### config.mk
export PLATFORM = sky130hd
export DESIGN_NAME = rgb_fade_seq
export DESIGN_NICKNAME = d
export VERILOG_FILES = /design/src/rtl/rgb_seq_pkg.sv /design/src/rtl/rgb_fade_seq_step.sv /design/src/rtl/rgb_fade_seq.sv
export SDC_FILE = /design/constraint.sdc
export NUM_CORES = 1
export LEC_CHECK = 0
export CAP_MARGIN = 10
export CORE_UTILIZATION = 35
export CTS_CLUSTER_SIZE = 8
export DETAILED_ROUTE_END_ITERATION = 8
export PLACE_DENSITY_LB_ADDON = 0.3
export SLEW_MARGIN = 20
export SYNTH_ARGS = -nofsm -noshare
export SYNTH_HDL_FRONTEND = slang
export SYNTH_SLANG_ARGS = --single-unit
export TNS_END_PERCENT = 1
### constraint.sdc
create_clock -name clk -period 4.66 [get_ports clk]
set_input_delay 0.699 -clock clk [delete_from_list [all_inputs] [get_ports clk]]
set_output_delay 0.699 -clock clk [all_outputs]
set_load 0.02 [all_outputs]
### src/rtl/rgb_seq_pkg.sv
// Shared types and constants for the RGB fade sequencer.
// Holds the state encoding, colour struct and the six-entry preset palette.
package rgb_seq_pkg;

    localparam int         NUM_PRESETS = 6;
    localparam logic [7:0] DUTY_MAX    = 8'd250;

    typedef enum logic [1:0] {
        ST_IDLE = 2'd0,
        ST_FADE = 2'd1,
        ST_HOLD = 2'd2
    } state_e;

    typedef struct packed {
        logic [7:0] r;
        logic [7:0] g;
        logic [7:0] b;
    } rgb_t;

    function automatic rgb_t preset_rgb(input logic [2:0] idx);
        rgb_t c;
        c = '0;
        case (idx)
            3'd0:    c = {DUTY_MAX, 8'd0,     8'd0};
            3'd1:    c = {DUTY_MAX, DUTY_MAX, 8'd0};
            3'd2:    c = {8'd0,     DUTY_MAX, 8'd0};
            3'd3:    c = {8'd0,     DUTY_MAX, DUTY_MAX};
            3'd4:    c = {8'd0,     8'd0,     DUTY_MAX};
            3'd5:    c = {DUTY_MAX, 8'd0,     DUTY_MAX};
            default: c = '0;
        endcase
        return c;
    endfunction

    function automatic logic [2:0] next_idx(input logic [2:0] idx);
        return (idx == 3'(NUM_PRESETS - 1)) ? 3'd0 : idx + 3'd1;
    endfunction

endpackage

### src/rtl/rgb_fade_seq_step.sv
// One channel of the linear fade: moves cur toward tgt by at most step.
// Ports: cur_i/tgt_i/step_i (8b) in; nxt_o (8b) next duty, at_tgt_o = nxt_o==tgt_i.
module fade_step (
    input  logic [7:0] cur_i,
    input  logic [7:0] tgt_i,
    input  logic [7:0] step_i,
    output logic [7:0] nxt_o,
    output logic       at_tgt_o
);

    logic [8:0] cur9;
    logic [8:0] tgt9;
    logic [8:0] step9;
    logic [8:0] diff9;

    // 9-bit compare so the distance never wraps; snapping to the target
    // when within one step prevents overshoot.
    always_comb begin
        cur9  = {1'b0, cur_i};
        tgt9  = {1'b0, tgt_i};
        step9 = {1'b0, step_i};
        diff9 = (cur9 > tgt9) ? (cur9 - tgt9) : (tgt9 - cur9);
        if (diff9 <= step9) begin
            nxt_o = tgt_i;
        end else if (cur9 > tgt9) begin
            nxt_o = cur_i - step_i;
        end else begin
            nxt_o = cur_i + step_i;
        end
        at_tgt_o = (nxt_o == tgt_i);
    end

endmodule

### src/rtl/rgb_fade_seq.sv
// Autonomous colour sequencer: fades R/G/B duties through six presets.
// Ports: clk, rst (async high), start/stop/next pulses in;
//        r/g/b_duty (8b), preset_idx (3b), busy, fade_done out (all registered).
module rgb_fade_seq
    import rgb_seq_pkg::*;
#(
    parameter int unsigned TICK_DIV   = 125000,
    parameter int unsigned STEP       = 10,
    parameter int unsigned HOLD_TICKS = 500
) (
    input  logic       clk,
    input  logic       rst,
    input  logic       start,
    input  logic       stop,
    input  logic       next,
    output logic [7:0] r_duty,
    output logic [7:0] g_duty,
    output logic [7:0] b_duty,
    output logic [2:0] preset_idx,
    output logic       busy,
    output logic       fade_done
);

    localparam int unsigned TW = $clog2(TICK_DIV);
    localparam int unsigned HW = (HOLD_TICKS > 1) ? $clog2(HOLD_TICKS) : 1;
    localparam logic [TW-1:0] TICK_LAST = TW'(TICK_DIV - 1);
    localparam logic [HW-1:0] HOLD_LAST = HW'(HOLD_TICKS - 1);
    localparam logic [7:0]    STEP_V    = 8'(STEP);

    state_e        state_q, state_d;
    logic [TW-1:0] tick_cnt_q, tick_cnt_d;
    logic [HW-1:0] hold_cnt_q, hold_cnt_d;
    rgb_t          duty_q, duty_d;
    logic [2:0]    idx_q, idx_d;
    logic          busy_q, busy_d;
    logic          done_q, done_d;

    rgb_t       tgt;
    logic [7:0] r_nxt, g_nxt, b_nxt;
    logic [2:0] at;
    logic       running, tick, all_at, hold_last;
    logic       stop_acc, next_acc, start_acc;

    assign tgt       = preset_rgb(idx_q);
    assign running   = (state_q != ST_IDLE);
    assign tick      = running && (tick_cnt_q == TICK_LAST);
    assign all_at    = &at;
    assign hold_last = (hold_cnt_q == HOLD_LAST);

    // stop beats next and start; next beats a coincident tick
    assign stop_acc  = stop && running;
    assign next_acc  = next && running && !stop;
    assign start_acc = start && !running && !stop;

    fade_step u_r (
        .cur_i(duty_q.r), .tgt_i(tgt.r), .step_i(STEP_V),
        .nxt_o(r_nxt), .at_tgt_o(at[0])
    );
    fade_step u_g (
        .cur_i(duty_q.g), .tgt_i(tgt.g), .step_i(STEP_V),
        .nxt_o(g_nxt), .at_tgt_o(at[1])
    );
    fade_step u_b (
        .cur_i(duty_q.b), .tgt_i(tgt.b), .step_i(STEP_V),
        .nxt_o(b_nxt), .at_tgt_o(at[2])
    );

    always_ff @(posedge clk or posedge rst) begin
        if (rst) begin
            state_q <= ST_IDLE;
        end else begin
            state_q <= state_d;
        end
    end

    always_comb begin
        state_d = state_q;
        unique case (state_q)
            ST_IDLE: begin
                if (start_acc) state_d = ST_FADE;
            end
            ST_FADE: begin
                if (stop_acc)              state_d = ST_IDLE;
                else if (next_acc)         state_d = ST_FADE;
                else if (tick && all_at)   state_d = ST_HOLD;
            end
            ST_HOLD: begin
                if (stop_acc)               state_d = ST_IDLE;
                else if (next_acc)          state_d = ST_FADE;
                else if (tick && hold_last) state_d = ST_FADE;
            end
            default: state_d = ST_IDLE;
        endcase
    end

    always_comb begin
        // tick counter wraps on a tick and idles at zero, so every
        // FADE/HOLD entry starts a full TICK_DIV period
        tick_cnt_d = '0;
        if (running && !tick) tick_cnt_d = tick_cnt_q + TW'(1);
        if (stop_acc || next_acc) tick_cnt_d = '0;
        hold_cnt_d = hold_cnt_q;
        duty_d     = duty_q;
        idx_d      = idx_q;
        done_d     = 1'b0;
        if (next_acc) begin
            idx_d = next_idx(idx_q);
        end else if (!stop_acc && tick) begin
            if (state_q == ST_FADE) begin
                duty_d = {r_nxt, g_nxt, b_nxt};
                if (all_at) begin
                    done_d     = 1'b1;
                    hold_cnt_d = '0;
                end
            end else if (state_q == ST_HOLD) begin
                if (hold_last) idx_d = next_idx(idx_q);
                else           hold_cnt_d = hold_cnt_q + HW'(1);
            end
        end
        busy_d = (state_d != ST_IDLE);
    end

    always_ff @(posedge clk or posedge rst) begin
        if (rst) begin
            tick_cnt_q <= '0;
            hold_cnt_q <= '0;
            duty_q     <= '0;
            idx_q      <= '0;
            busy_q     <= 1'b0;
            done_q     <= 1'b0;
        end else begin
            tick_cnt_q <= tick_cnt_d;
            hold_cnt_q <= hold_cnt_d;
            duty_q     <= duty_d;
            idx_q      <= idx_d;
            busy_q     <= busy_d;
            done_q     <= done_d;
        end
    end

    assign r_duty     = duty_q.r;
    assign g_duty     = duty_q.g;
    assign b_duty     = duty_q.b;
    assign preset_idx = idx_q;
    assign busy       = busy_q;
    assign fade_done  = done_q;

endmodule

==> results.yml, run 1 <==
synth:
  yosys_warnings: 0
  synth_nets: 800
  synthTopCellsByCount: "69 x ha_1, 64 x nor2_1, 57 x dfrtp_1, 57 x inv_1, 51 x a21oi_1"
  netlist_top_cells_area: "dfrtp_1 24%, ha_1 15%, a21oi_1 4.3%"
  ys_types: 80
  synth_edf_count: 0
  yosys.area.top_type_share_pct: 24.0
  yosys.area.top_type: "dfrtp_1"
  yosysSeqAreaShare_pct: 24.0
  synth-main-ff-cell: "dfrtp_1"
  synthCells: 720
  yosysMostFrequentCell: "ha_1"
  synthArstFlopShare_pct: 100
  syn_area_mm2: 0.00593
  ys_ff_latch: 57
  synth_area_per_cell_um2: 8.24
min_path:
  hp-start: "tick_cnt_q[0]"
  min_delay_path_depth: 1
  hold_path_end: "tick_cnt_q[0]"
  hold_path.class: "reg2reg"
critical_path:
  worstReg2RegStart: "preset_idx[0]"
  endpoint_kind: "flip-flop"
  worstPathArrival_ns: 4.73
  crit_type: "reg2reg"
  required_ns: 4.88
  reg2reg_depth: 21
  critPathMaxFanout: 6
  r2r_end: "hold_cnt_q[0]"
  r2r_setup_slack_ns: 0.15
  critPathLaunchType: "flip-flop"
route:
  routedWlPerCell_um: 14.8
  vias_per_cell: 5.40
  wl_met3_um: 591
  antenna_left: 0
  firstDrtPassIters: 4
  m1WireLength_mm: 7.20
  dr_total_vias: 5499
  met2_wirelength_mm: 6.96
  drt_iter0_markers: 284
  highest_layer: "met4"
  route.final.wire_length_mm: 15.1
  drc: 0
power:
  seq_power_share_pct: 11.8
  p_sw_mw: 2.10
  power_frac_comb_pct: 72.8
  ir_worst_vdd_mv: 0.274
  p_leak_nw: 3.12
  power_frac_clock_pct: 15.4
  p_int_mw: 2.47
  p_sw_share_pct: 46.0
  p_per_area_mw_per_mm2: 621
timing:
  maxSlewViolCount: 0
  slew_headroom_pct: 46.1
  setup_viol: 0
  fmax_ghz: 0.222
  finalSetupTns_ns: 0
  finClkSkew_ns: 0.00830
  finalCritPeriodShare_pct: 96.8
  tightest_slew_ns: 0.807
  whs_ns: 0.489
  finalCriticalPeriod_ns: 4.51
  hold_viol: 0
clock_network:
  cts_tree: "built"
  cts_root_buffer: "clkbuf_16"
  clkTransAtPathRegs_ns: 0.05
  h-tree-depth: 3
  cts.sinks: 57
  cts_hold_buf: 0
  clock_latency_ns: 0.33
  numCtsBuffers: 9
  cts_buffer_depth: 2
cells_and_area:
  area_growth_pct: 24.2
  fillerInstances: 1623
  stdcell_count: 1019
  fin_util_pct: 44.4
  diodes: 0
  nets: 874
  drive_gt1_share_pct: 16.8
  final_cell_area_mm2: 0.00737
floorplan:
  ios: 34
  die_x_um: 132
  dieArea_mm2: 0.0175
  core-area_mm2: 0.0166
  die_height_um: 132
  initial_utilization_pct: 35.8
  rows: 47
place:
  hpwlAfterDp_mm: 11.5
  placed_cells: 994
  globalplace.congestion: 0.927
  portBuffers: 33
  placed_area_mm2: 0.00689
global_routing:
  grt_pass1_vias: 5176
  gr-usage-all-layers_pct: 17.4
  antenna_found_initial: 0
  grt_max_degree: 38
  grt_pass1_wl_mm: 24.9
  grt_overflow: 0
run_status:
  status: "finished, final reports clean"
run:
  maxCapViolCount: 0
-- sequential cells by signal, indices dropped and copies added, names as in the netlist --
register / count
fade_done: 1
preset_idx: 3
r_duty: 8
hold_cnt_q: 9
busy: 1
b_duty: 8
tick_cnt_q: 17
state_q: 2
g_duty: 8
-- layout by cell type, fill, tap and decap left out, drive strengths merged, types with 5 or more instances in the layout --
master          n
ha             69
nor2           64
dfrtp          57
inv            57
buf            54
a21oi          51
o21ai          50
nand2          44
clkdlybuf4s50  33
nand3          28
xnor2          26
nor3           17
nor2b          15
o211ai         14
xor2           13
a21o           12
clkbuf         11
o21a           10
and3           10
nor3b           8
a211oi          8
nand2b          7
nand4           7
a31oi           7
o31ai           7
o2bb2ai         6
nand4b          6
a221oi          6
mux2i           6
fa              6
a31o            6
and2            5
or4             5
o21bai          5
-- power by group through the flow --
| stage | combinational [mW] | sequential (mW) | clock, mW |
|---|---|---|---|
| 2_1_floorplan | 2.34 | 0.572 | 0 |
| 3_3_place_gp | 3.15 | 0.547 | 0 |
| 3_5_place_dp | 3.14 | 0.547 | 0 |
| 4_1_cts | 3.16 | 0.539 | 0.722 |
| 5_1_grt | 3.67 | 0.541 | 0.738 |
| 6_report | 3.33 | 0.539 | 0.704 |
-- worst max path at each step --
stage	slack, ns	start	end	cells past startpoint
after floorplan	0.003	preset_idx[0]	hold_cnt_q[0]	22
after global placement	0.1	preset_idx[0]	hold_cnt_q[0]	21
after detailed placement	0.01	preset_idx[0]	hold_cnt_q[0]	20
after CTS	0.009	preset_idx[0]	hold_cnt_q[0]	20
after global routing	-0.04	preset_idx[1]	hold_cnt_q[0]	21
final	0.15	preset_idx[0]	hold_cnt_q[0]	21
-- cells by family (layout without fill, tap and decap cells) --
family	after synthesis	in the layout	share of synthesized area (%)
AO/OA/AOI/OAI	215	216	24.4
AND/OR/NAND/NOR	242	242	21.7
multiplexers	7	7	1.26
buffers and inverters	83	161	5.57
adder cells (fa/ha/maj)	75	75	16.6
XOR/XNOR	41	41	6.51
flip-flops	57	57	24.0
-- area by class of cell --
cell class,count,area [um^2],share of cell area (%)
Clock inverter,5,81.3,1.10
Inverter,58,225,3.06
Tap cell,220,275,3.74
Clock buffer,11,233,3.16
Multi-Input combinational cell,581,4390,59.6
Sequential cell,57,1430,19.4
Timing Repair Buffer,87,733,9.95
-- timing repair --
action / 4_1_cts / 5_1_grt
buffers inserted: 0 / 8
setup endpoints to repair: 0 / 12
resized for setup: 0 / 26
-- layer usage --
metal,vias to the layer above,track usage [%]
met5,-,0
met4,0,6.39
met3,25,3.58
met2,124,28.1
met1,2575,23.0
li1,2775,-
-- critical path, cell delays in order, from the launching register on --
cell	delay (ns)
dfrtp_2	0.39
buf_4	0.16
xnor2_1	0.13
nor2_1	0.09
nor2_4	0.13
clkinv_4	0.12
buf_2	0.19
ha_4	0.28
o211a_1	0.17
o31ai_2	0.08
a31o_2	0.30
inv_4	0.10
ha_1	0.22
nand3_1	0.08
a21boi_1	0.10
or4b_2	0.62
nand3_2	0.11
and4_1	0.19
mux2i_2	0.10
a221oi_4	0.42
o21bai_4	0.12
mux2_4	0.27
-- through the flow --
stage | setup WS (ns) | total power, mW
final | 0.150 | 4.58
after global routing | -0.0430 | 4.95
after CTS | 0.00917 | 4.42
after detailed placement | 0.00995 | 3.69
after global placement | 0.0957 | 3.69
after floorplan | 0.00307 | 2.91
(Power assumes the default switching activity.)
==> run 2: changes to the inputs <==
--- a/config.mk
+++ b/config.mk
@@ -10,6 +10,7 @@
 export CTS_CLUSTER_SIZE = 8
 export DETAILED_ROUTE_END_ITERATION = 8
 export PLACE_DENSITY_LB_ADDON = 0.3
+export SKIP_LAST_GASP = 1
 export SLEW_MARGIN = 20
 export SYNTH_ARGS = -nofsm -noshare
 export SYNTH_HDL_FRONTEND = slang
==> results of run 2 <==
No change in the layout: final DEF, timing and power equal those of run 1.
